===== src/rtl/recovery_unit_pkg.sv =====
// Shared fault-tolerance recovery definitions: FSM states, register-count
// derivation and the completed-recovery counter width.
package recovery_unit_pkg;

  localparam int COUNT_WIDTH = 8;

  typedef enum logic [2:0] {
    ST_IDLE,
    ST_HALT,
    ST_FLUSH,
    ST_RESTORE,
    ST_LOADPC,
    ST_RESUME
  } recovery_state_e;

  function automatic int nregs(input int addr_width);
    return 1 << addr_width;
  endfunction

endpackage


===== src/rtl/recovery_unit_rf_replay_writer.sv =====
// Registered beat-to-write stage: one replayed beat becomes one core
// register-file write a cycle later; x0 writes are dropped but still counted.
module rf_replay_writer #(
  parameter int ADDR_WIDTH = 5,
  parameter int DATA_WIDTH = 32
) (
  input  logic                  clk_i,
  input  logic                  rst_i,
  input  logic                  beat_i,
  input  logic                  clear_i,
  input  logic [ADDR_WIDTH-1:0] addr_i,
  input  logic [DATA_WIDTH-1:0] data_i,
  output logic                  we_o,
  output logic [ADDR_WIDTH-1:0] waddr_o,
  output logic [DATA_WIDTH-1:0] wdata_o,
  output logic [ADDR_WIDTH:0]   count_o
);

  always_ff @(posedge clk_i) begin
    if (rst_i) begin
      we_o    <= 1'b0;
      waddr_o <= '0;
      wdata_o <= '0;
      count_o <= '0;
    end else begin
      we_o <= beat_i && (addr_i != '0);
      if (beat_i) begin
        waddr_o <= addr_i;
        wdata_o <= data_i;
      end
      // A clear (nested fault) wins over the increment, but the write above still lands.
      if (clear_i) begin
        count_o <= '0;
      end else if (beat_i) begin
        count_o <= count_o + 1'b1;
      end
    end
  end

endmodule


===== src/rtl/recovery_unit.sv =====
// Core-side recovery receiver: follows halt/reset/shift/resume from the
// fault-tolerance controller and restores register file and PC of one core.
module recovery_unit
  import recovery_unit_pkg::*;
#(
  parameter int ADDR_WIDTH = 5,
  parameter int DATA_WIDTH = 32
) (
  input  logic                   clk_i,
  input  logic                   rst_i,
  input  logic                   halt_i,
  input  logic                   reset_i,
  input  logic                   shift_i,
  input  logic                   resume_i,
  input  logic [ADDR_WIDTH-1:0]  replay_addr_i,
  input  logic [DATA_WIDTH-1:0]  replay_data_i,
  input  logic [DATA_WIDTH-1:0]  spc_i,
  output logic                   fetch_block_o,
  output logic                   core_rst_o,
  output logic                   rf_we_o,
  output logic [ADDR_WIDTH-1:0]  rf_waddr_o,
  output logic [DATA_WIDTH-1:0]  rf_wdata_o,
  output logic                   pc_we_o,
  output logic [DATA_WIDTH-1:0]  pc_o,
  output logic                   busy_o,
  output logic                   done_o,
  output logic                   incomplete_o,
  output logic [COUNT_WIDTH-1:0] recovery_count_o
);

  localparam int NREGS = nregs(ADDR_WIDTH);
  localparam logic [ADDR_WIDTH:0] LAST_BEAT = (ADDR_WIDTH + 1)'(NREGS - 1);

  recovery_state_e       state, state_next;
  logic                  halt_q;
  logic                  halt_edge;
  logic                  beat;
  logic                  clear;
  logic                  set_incomplete;
  logic [ADDR_WIDTH:0]   beat_count;
  logic [DATA_WIDTH-1:0] pc_q;

  assign halt_edge = halt_i && !halt_q;

  // halt_q tracks halt_i even in reset, so a level already high out of reset is not an edge.
  always_ff @(posedge clk_i) begin
    halt_q <= halt_i;
    if (rst_i) begin
      state            <= ST_IDLE;
      pc_q             <= '0;
      incomplete_o     <= 1'b0;
      recovery_count_o <= '0;
    end else begin
      state <= state_next;
      if (state == ST_LOADPC) pc_q <= spc_i;
      if (state == ST_IDLE && halt_edge) begin
        incomplete_o <= 1'b0;
      end else if (set_incomplete) begin
        incomplete_o <= 1'b1;
      end
      if (state == ST_RESUME && recovery_count_o != '1) begin
        recovery_count_o <= recovery_count_o + 1'b1;
      end
    end
  end

  // shift_i is a valid-only beat: no backpressure, every sampled beat is consumed.
  always_comb begin
    state_next     = state;
    beat           = 1'b0;
    clear          = 1'b0;
    set_incomplete = 1'b0;
    unique case (state)
      ST_IDLE: begin
        clear = 1'b1;
        if (halt_edge) state_next = ST_HALT;
      end
      ST_HALT: begin
        if (reset_i) begin
          state_next = ST_FLUSH;
        end else if (shift_i) begin
          beat       = 1'b1;
          state_next = ST_RESTORE;
        end
      end
      ST_FLUSH: state_next = ST_RESTORE;
      ST_RESTORE: begin
        beat = shift_i;
        if (halt_edge) begin
          clear      = 1'b1;
          state_next = ST_FLUSH;
        end else if (shift_i && beat_count == LAST_BEAT) begin
          state_next = ST_LOADPC;
        end else if (resume_i) begin
          set_incomplete = 1'b1;
          state_next     = ST_LOADPC;
        end
      end
      ST_LOADPC: state_next = ST_RESUME;
      ST_RESUME: state_next = ST_IDLE;
      default:   state_next = ST_IDLE;
    endcase
  end

  assign busy_o        = (state != ST_IDLE);
  assign fetch_block_o = (state != ST_IDLE);
  assign core_rst_o    = (state == ST_FLUSH);
  assign pc_we_o       = (state == ST_LOADPC);
  assign done_o        = (state == ST_RESUME);
  assign pc_o          = pc_we_o ? spc_i : pc_q;

  rf_replay_writer #(
    .ADDR_WIDTH(ADDR_WIDTH),
    .DATA_WIDTH(DATA_WIDTH)
  ) u_writer (
    .clk_i   (clk_i),
    .rst_i   (rst_i),
    .beat_i  (beat),
    .clear_i (clear),
    .addr_i  (replay_addr_i),
    .data_i  (replay_data_i),
    .we_o    (rf_we_o),
    .waddr_o (rf_waddr_o),
    .wdata_o (rf_wdata_o),
    .count_o (beat_count)
  );

endmodule

===== config.mk =====
export PLATFORM = sky130hd
export DESIGN_NAME = recovery_unit
export DESIGN_NICKNAME = d
export VERILOG_FILES = /design/src/rtl/recovery_unit_pkg.sv /design/src/rtl/recovery_unit_rf_replay_writer.sv /design/src/rtl/recovery_unit.sv
export SDC_FILE = /design/constraint.sdc
export NUM_CORES = 1
export LEC_CHECK = 0
export ABC_AREA = 1
export CORE_ASPECT_RATIO = 0.6
export CORE_MARGIN = 3
export CORE_UTILIZATION = 47
export CTS_BUF_LIST = sky130_fd_sc_hd__clkbuf_8
export CTS_CLUSTER_DIAMETER = 120
export CTS_CLUSTER_SIZE = 8
export DETAILED_ROUTE_END_ITERATION = 10
export PLACE_DENSITY_LB_ADDON = 0.08
export SLEW_MARGIN = 40
export SYNTH_ARGS = -nofsm -noshare
export SYNTH_HDL_FRONTEND = slang
export SYNTH_SLANG_ARGS = --single-unit

===== constraint.sdc =====
create_clock -name clk_i -period 3.4 [get_ports clk_i]
set_clock_uncertainty 0.15 [all_clocks]
set_input_delay 0.68 -clock clk_i [delete_from_list [all_inputs] [get_ports clk_i]]
set_output_delay 0.68 -clock clk_i [all_outputs]
set_load 0.01 [all_outputs]

==> impl_metrics.env, run 1 <==
export IMPL_layout_cells_most_common_list="158 x sky130_fd_sc_hd__clkdlybuf4s50_1, 131 x sky130_fd_sc_hd__nor2_1, 89 x sky130_fd_sc_hd__dfxtp_1, 72 x sky130_fd_sc_hd__o21ai_0, 55 x sky130_fd_sc_hd__inv_1"
export IMPL_place_ws_ps=666
export IMPL_netlist_top_cell_by_area="sky130_fd_sc_hd__dfxtp_1"
export IMPL_route_detailed_vias_per_inst=4.77
export IMPL_areaGrowthSynthToFinish_pct=49.7
export IMPL_synth_warning_count=0
export IMPL_area_sequential_mm2=0.00178
export IMPL_wl_um=9950
export IMPL_synth_top_area_share_pct=48.6
export IMPL_clk_pin_slew_ps=80
export IMPL_setup_violations=0
export IMPL_cts_buffer_depth=2
export IMPL_remaining_drc_errors=0
export IMPL_ff_latch_count_synth=89
export IMPL_drt_first_pass_iters=4
export IMPL_die_area_mm2=0.00893
export IMPL_critical_path_slowest_cell="sky130_fd_sc_hd__clkdlybuf4s50_1"
export IMPL_fin_setup_tns_ps=0
export IMPL_setup_repair_after_global_routing_missed_its_margin="false"
export IMPL_post_synth_inst_count=505
export IMPL_pin_count_of_the_biggest_net_entering_global_routing=40
export IMPL_grt_pass1_vias=3511
export IMPL_postLayoutSetupSlackWorst_ps=360
export IMPL_wire_per_inst_um=13.0
export IMPL_cellPowerDensity_mw_per_mm2=375
export IMPL_path_buf_inv=4
export IMPL_worst_path_arrival_time_ps=2210
export IMPL_fmax_ghz=0.329
export IMPL_actual_slew_at_the_worst_max_slew_pin_ps=669
export IMPL_power_ir_vdd_worst_mv=0.298
export IMPL_nets=732
export IMPL_hold_path_class="reg2reg"
export IMPL_ctsHtreeMaxLevel=3
export IMPL_final_max_slew_violation_count=0
export IMPL_diodes=0
export IMPL_detail_route_iter0_violations=209
export IMPL_final_min_clock_period_ps=3040
export IMPL_multiInputGateArea_mm2=0.00156
export IMPL_antenna_found_initial=0
export IMPL_tritoncts_num_buffers=9
export IMPL_gpl_final_weighted_congestion=0.815
export IMPL_overall_die_height_um=74.4
export IMPL_max_slew_margin_rel_pct=55.4
export IMPL_layout_worst_path_cycle_share_pct=89.4
export IMPL_core_area_mm2=0.00742
export IMPL_ys_seq_area_share_pct=48.6
export IMPL_category_of_cells_accounting_for_the_largest_share_of_critical_path_delay="buffers and inverters"
export IMPL_dr_total_vias=3642
export IMPL_synth_net_count=582
export IMPL_post_synth_main_area_contributors="sky130_fd_sc_hd__dfxtp_1 49%, sky130_fd_sc_hd__nor2_1 13%, sky130_fd_sc_hd__o21ai_0 9.8%"
export IMPL_cts_setup_buffers=0
export IMPL_cap_violations=0
export IMPL_start_util_pct=49.4
export IMPL_timing_critical_path_fanout_max=33
export IMPL_ys_types=25
export IMPL_ant_nets=0
export IMPL_crit_path_cells="nor2_2, nand2_2, inv_1, buf_4, or2_2, o21ai_0, inv_1, clkdlybuf4s50_1"
export IMPL_layout_filler_cells=611
export IMPL_crit_top_cell="sky130_fd_sc_hd__inv_1"
export IMPL_final_hold_violation_count=0
export IMPL_crit_path_end_kind="output pin"
export IMPL_port_buffer_count=158
export IMPL_path_class="reg2out"
export IMPL_syn_area_cell_um2=7.26
export IMPL_slowest_delay_ps=530
export IMPL_clkSinkCount=89
export IMPL_crit_path_start_kind="flip-flop"
export IMPL_clockRootBuffer="sky130_fd_sc_hd__clkbuf_8"
export IMPL_synth_cell_area_mm2=0.00367
export IMPL_cts_resized=0
export IMPL_finalHoldWorstSlack_ps=312
export IMPL_tritoncts="yes"
export IMPL_proportion_of_layout_cells_with_a_drive_suffix_above_1_pct=9.39
export IMPL_post_dp_hpwl_um=7060
export IMPL_leakagePower_nw=2.61
export IMPL_io_pins=159
export IMPL_gr_usage_all_layers_pct=22.7
export IMPL_site_rows=24
export IMPL_cp_data_required_time_ps=2570
export IMPL_worstSkewPairLatency_ps=360
export IMPL_grt_ovfl_total=0
export IMPL_layout_commonest_cell="sky130_fd_sc_hd__clkdlybuf4s50_1"
export IMPL_result_of_the_run="completed"
export IMPL_floorplan_die_width_um=120
export IMPL_cts_hold_buf=0
export IMPL_grt_pass1_wl_um=16200
kinds of logic (layout without fill, tap and decap cells):
family,count (synthesis),count (layout),synth area share [%]
XOR/XNOR,6,6,1.43
flip-flops,89,89,48.6
buffers and inverters,80,235,8.91
AND/OR/NAND/NOR,242,242,28.6
adder cells (fa/ha/maj),2,2,0.682
AO/OA/AOI/OAI,86,86,11.7
routing by layer:
metal	part of all wire (%)	track usage [%]	up-vias
li1	-	-	1869
met1	44	27.3	1635
met3	9.5	10.3	16
met4	1.4	6.22	0
met2	45	37.4	122
met5	0	0	-
cells in the mapped netlist:
master / count
sky130_fd_sc_hd__nor3_2: 1
sky130_fd_sc_hd__o21ai_0: 72
sky130_fd_sc_hd__xnor2_1: 1
sky130_fd_sc_hd__buf_2: 5
sky130_fd_sc_hd__clkbuf_2: 1
sky130_fd_sc_hd__nor2_2: 3
sky130_fd_sc_hd__buf_4: 1
sky130_fd_sc_hd__clkbuf_1: 15
sky130_fd_sc_hd__xor2_1: 5
sky130_fd_sc_hd__nand2_1: 48
sky130_fd_sc_hd__inv_2: 4
sky130_fd_sc_hd__nand4_1: 3
sky130_fd_sc_hd__and2_0: 1
sky130_fd_sc_hd__ha_1: 2
sky130_fd_sc_hd__inv_1: 52
sky130_fd_sc_hd__buf_6: 2
sky130_fd_sc_hd__nand3_1: 16
sky130_fd_sc_hd__nand3_2: 1
sky130_fd_sc_hd__nand2_2: 3
sky130_fd_sc_hd__nor2_1: 131
sky130_fd_sc_hd__o21ai_1: 2
sky130_fd_sc_hd__dfxtp_1: 89
sky130_fd_sc_hd__or2_2: 32
sky130_fd_sc_hd__nor3_1: 3
sky130_fd_sc_hd__a21oi_1: 12
flip-flops by register name (all words and copies together), names as in the netlist:
name              cells
u_writer.we_o         1
u_writer.count_o      6
recovery_count_o      8
incomplete_o          1
state                 3
halt_q                1
u_writer.wdata_o     32
pc_q                 32
u_writer.waddr_o      5
worst min-delay path, stage by stage, from the launching register on:
cell and delay (ps):
sky130_fd_sc_hd__dfxtp_1 320, sky130_fd_sc_hd__inv_1 50, sky130_fd_sc_hd__a21oi_1 50
through the flow:
step / utilization (%) / total power, mW / std cells / area, um^2
floorplan: - / 1.20 / 505 / 3670
global placement: 71.4 / 1.36 / 748 / 5300
detailed placement: 71.4 / 1.37 / 748 / 5300
CTS: 74.0 / 2.07 / 764 / 5490
global route: 74.0 / 2.15 / 764 / 5490
finish: 74.0 / 2.06 / 764 / 5490
worst paths after layout:
kind,cells past startpoint,to,start,slack [ps]
hold / removal,2,incomplete_o,incomplete_o,310
setup / recovery,8,pc_o[19],state[0],360
setup reg to reg,6,u_writer.wdata_o[14],state[2],1460
hold reg to reg,2,incomplete_o,incomplete_o,310
power breakdown:
part / switching [mW] / total (mW) / internal, mW / leakage [nW]
sequential: 0.0157 / 1.09 / 1.07 / 0.720
combinational: 0.111 / 0.262 / 0.151 / 1.78
clock: 0.359 / 0.708 / 0.350 / 0.110
layout make-up:
type	count	share of cell area [%]
clock inverters	6	0.935
multi-input cells	336	28.4
flip-flops and latches	89	32.5
inverters	56	3.83
clock buffers	10	2.51
well taps	104	2.37
repair buffers	163	29.5
(Power assumes the default switching activity.)
==> inputs of run 2 (changes only) <==
- CELL_PAD_IN_SITES_DETAIL_PLACEMENT: not set -> 0
- CELL_PAD_IN_SITES_GLOBAL_PLACEMENT: not set -> 2
- CORE_UTILIZATION: 47 -> 24
- CTS_BUF_LIST: sky130_fd_sc_hd__clkbuf_8 -> not set
==> run 2 against run 1 <==
Flip-flop and latch count is the same. Final area grew 4.2%. Sequential share of layout area decreased by 1.3 points. Die area is 89% higher. Via count fell by 1.9%. Utilization down 35 points. Setup slack better by 12 ps. Clock power rose by 44%. Wire length is 8.6% higher. Register-to-register slack lost 100 ps. Critical endpoint unchanged. Largest cell class unchanged.
==> impl_metrics.env, run 2 (synthesis gave the netlist of run 1 again) <==
export IMPL_worstSetupStartpoint="state[0]"
export IMPL_drt_first_pass_iters=4
export IMPL_post_dp_hpwl_um=7660
export IMPL_ctsHtreeMaxLevel=3
export IMPL_actual_slew_at_the_worst_max_slew_pin_ps=697
export IMPL_overall_die_height_um=102
export IMPL_wire_per_inst_um=12.6
export IMPL_dr_total_vias=3573
export IMPL_cellPowerDensity_mw_per_mm2=415
export IMPL_setup_repair_after_global_routing_missed_its_margin="false"
export IMPL_cp_data_required_time_ps=2570
export IMPL_clkSinkCount=89
export IMPL_grt_pass1_vias=3427
export IMPL_ant_nets=0
export IMPL_path_class="reg2out"
export IMPL_proportion_of_layout_cells_with_a_drive_suffix_above_1_pct=9.85
export IMPL_cap_violations=0
export IMPL_timing_critical_path_fanout_max=33
export IMPL_hold_path_class="reg2reg"
export IMPL_nets=732
export IMPL_wl_um=10800
export IMPL_cts_resized=0
export IMPL_detail_route_iter0_violations=176
export IMPL_final_hold_violation_count=0
export IMPL_start_util_pct=24.9
export IMPL_regToRegStartpoint="state[2]"
export IMPL_postLayoutSetupSlackWorst_ps=371
export IMPL_setup_violations=0
export IMPL_r2r_setup_slack_ps=1360
export IMPL_leakagePower_nw=2.65
export IMPL_areaGrowthSynthToFinish_pct=56.0
export IMPL_place_ws_ps=654
export IMPL_site_rows=34
export IMPL_gpl_final_weighted_congestion=0.750
export IMPL_antenna_found_initial=0
export IMPL_layout_worst_path_cycle_share_pct=89.1
export IMPL_gr_usage_all_layers_pct=13.1
export IMPL_biggestRegsByFlops="pc_q x32, u_writer.wdata_o x32, recovery_count_o x8"
export IMPL_remaining_drc_errors=0
export IMPL_diodes=0
export IMPL_cts_buffer_depth=2
export IMPL_cts_setup_buffers=0
export IMPL_worstSkewPairLatency_ps=340
export IMPL_clockRootBuffer="sky130_fd_sc_hd__clkbuf_16"
export IMPL_tritoncts="yes"
export IMPL_grt_ovfl_total=0
export IMPL_layout_filler_cells=1549
export IMPL_tritoncts_num_buffers=9
export IMPL_finalHoldWorstSlack_ps=310
export IMPL_pin_count_of_the_biggest_net_entering_global_routing=40
export IMPL_port_buffer_count=158
export IMPL_power_ir_vdd_worst_mv=0.215
export IMPL_worst_path_arrival_time_ps=2200
export IMPL_layout_commonest_cell="sky130_fd_sc_hd__clkdlybuf4s50_1"
export IMPL_crit_path_start_kind="flip-flop"
export IMPL_floorplan_die_width_um=166
export IMPL_grt_pass1_wl_um=17500
export IMPL_die_area_mm2=0.0168
export IMPL_final_max_slew_violation_count=0
export IMPL_cts_hold_buf=0
export IMPL_route_detailed_vias_per_inst=4.16
export IMPL_final_min_clock_period_ps=3030
export IMPL_detailed_place_area_mm2=0.00541
export IMPL_io_pins=159
export IMPL_fmax_ghz=0.330
export IMPL_finalInstanceArea_mm2=0.00572
export IMPL_placed_cells=842
export IMPL_number_of_standard_cells_in_the_final_layout_excluding_fillers=858
export IMPL_core_area_mm2=0.0147
export IMPL_result_of_the_run="completed"
export IMPL_timing_hold_worst_start="incomplete_o"
export IMPL_max_slew_margin_rel_pct=53.5
export IMPL_clk_pin_slew_ps=60
export IMPL_crit_path_end_kind="output pin"
export IMPL_layout_cells_most_common_list="157 x sky130_fd_sc_hd__clkdlybuf4s50_1, 131 x sky130_fd_sc_hd__nor2_1, 89 x sky130_fd_sc_hd__dfxtp_1, 72 x sky130_fd_sc_hd__o21ai_0, 52 x sky130_fd_sc_hd__inv_1"
export IMPL_fin_setup_tns_ps=0
==> run 2: changes by cell type in the layout (fill, tap and decap cells not counted), sizes merged <==
cell / previous run / this run
inv: 59 / 56
clkbuf: 10 / 12
buf: 5 / 6
clkdlybuf4s50: 158 / 157
clkinvlp: 0 / 1
==> run 2: final cells by class <==
cell class | count | area [um^2] | area share [%]
clock buffer | 12 | 256 | 4.48
clock inverter | 4 | 51.3 | 0.897
inverter | 56 | 210 | 3.68
multi-input combinational | 336 | 1560 | 27.2
sequential | 89 | 1780 | 31.2
tap | 198 | 248 | 4.33
timing repair buffer | 163 | 1610 | 28.2
==> run 2: worst paths after layout <==
path | endpoint | cells past startpoint
max | pc_o[19] | 8
min | incomplete_o | 2
max reg2reg | u_writer.wdata_o[2] | 6
min reg2reg | incomplete_o | 2
==> run 2: critical path, cell delays in order (launching register included) <==
cell	delay [ps]
sky130_fd_sc_hd__dfxtp_1	360
sky130_fd_sc_hd__nor2_2	210
sky130_fd_sc_hd__nand2_2	70
sky130_fd_sc_hd__inv_1	60
sky130_fd_sc_hd__buf_4	280
sky130_fd_sc_hd__or2_2	170
sky130_fd_sc_hd__o21ai_0	100
sky130_fd_sc_hd__inv_1	80
sky130_fd_sc_hd__clkdlybuf4s50_1	530
==> run 2: routing by layer <==
metal / track usage, % / vias up / part of all wire (%)
met5: 0 / - / 0
met4: 3.64 / 0 / 1.2
met3: 5.35 / 10 / 7.9
met2: 19.0 / 91 / 43
met1: 18.1 / 1602 / 48
li1: - / 1870 / -
==> run 2: per-stage QoR <==
| step | power (mW) | util (%) |
|---|---|---|
| finish | 2.37 | 38.9 |
| global route | 2.49 | 38.9 |
| CTS | 2.43 | 38.9 |
| detailed placement | 1.38 | 36.8 |
| global placement | 1.37 | 36.8 |
| floorplan | 1.20 | - |
==> run 2: power by group <==
group	total [mW]	internal, mW	switching (mW)	leakage, nW
combinational	0.262	0.150	0.112	1.78
sequential	1.09	1.07	0.0150	0.720
clock	1.02	0.610	0.412	0.149
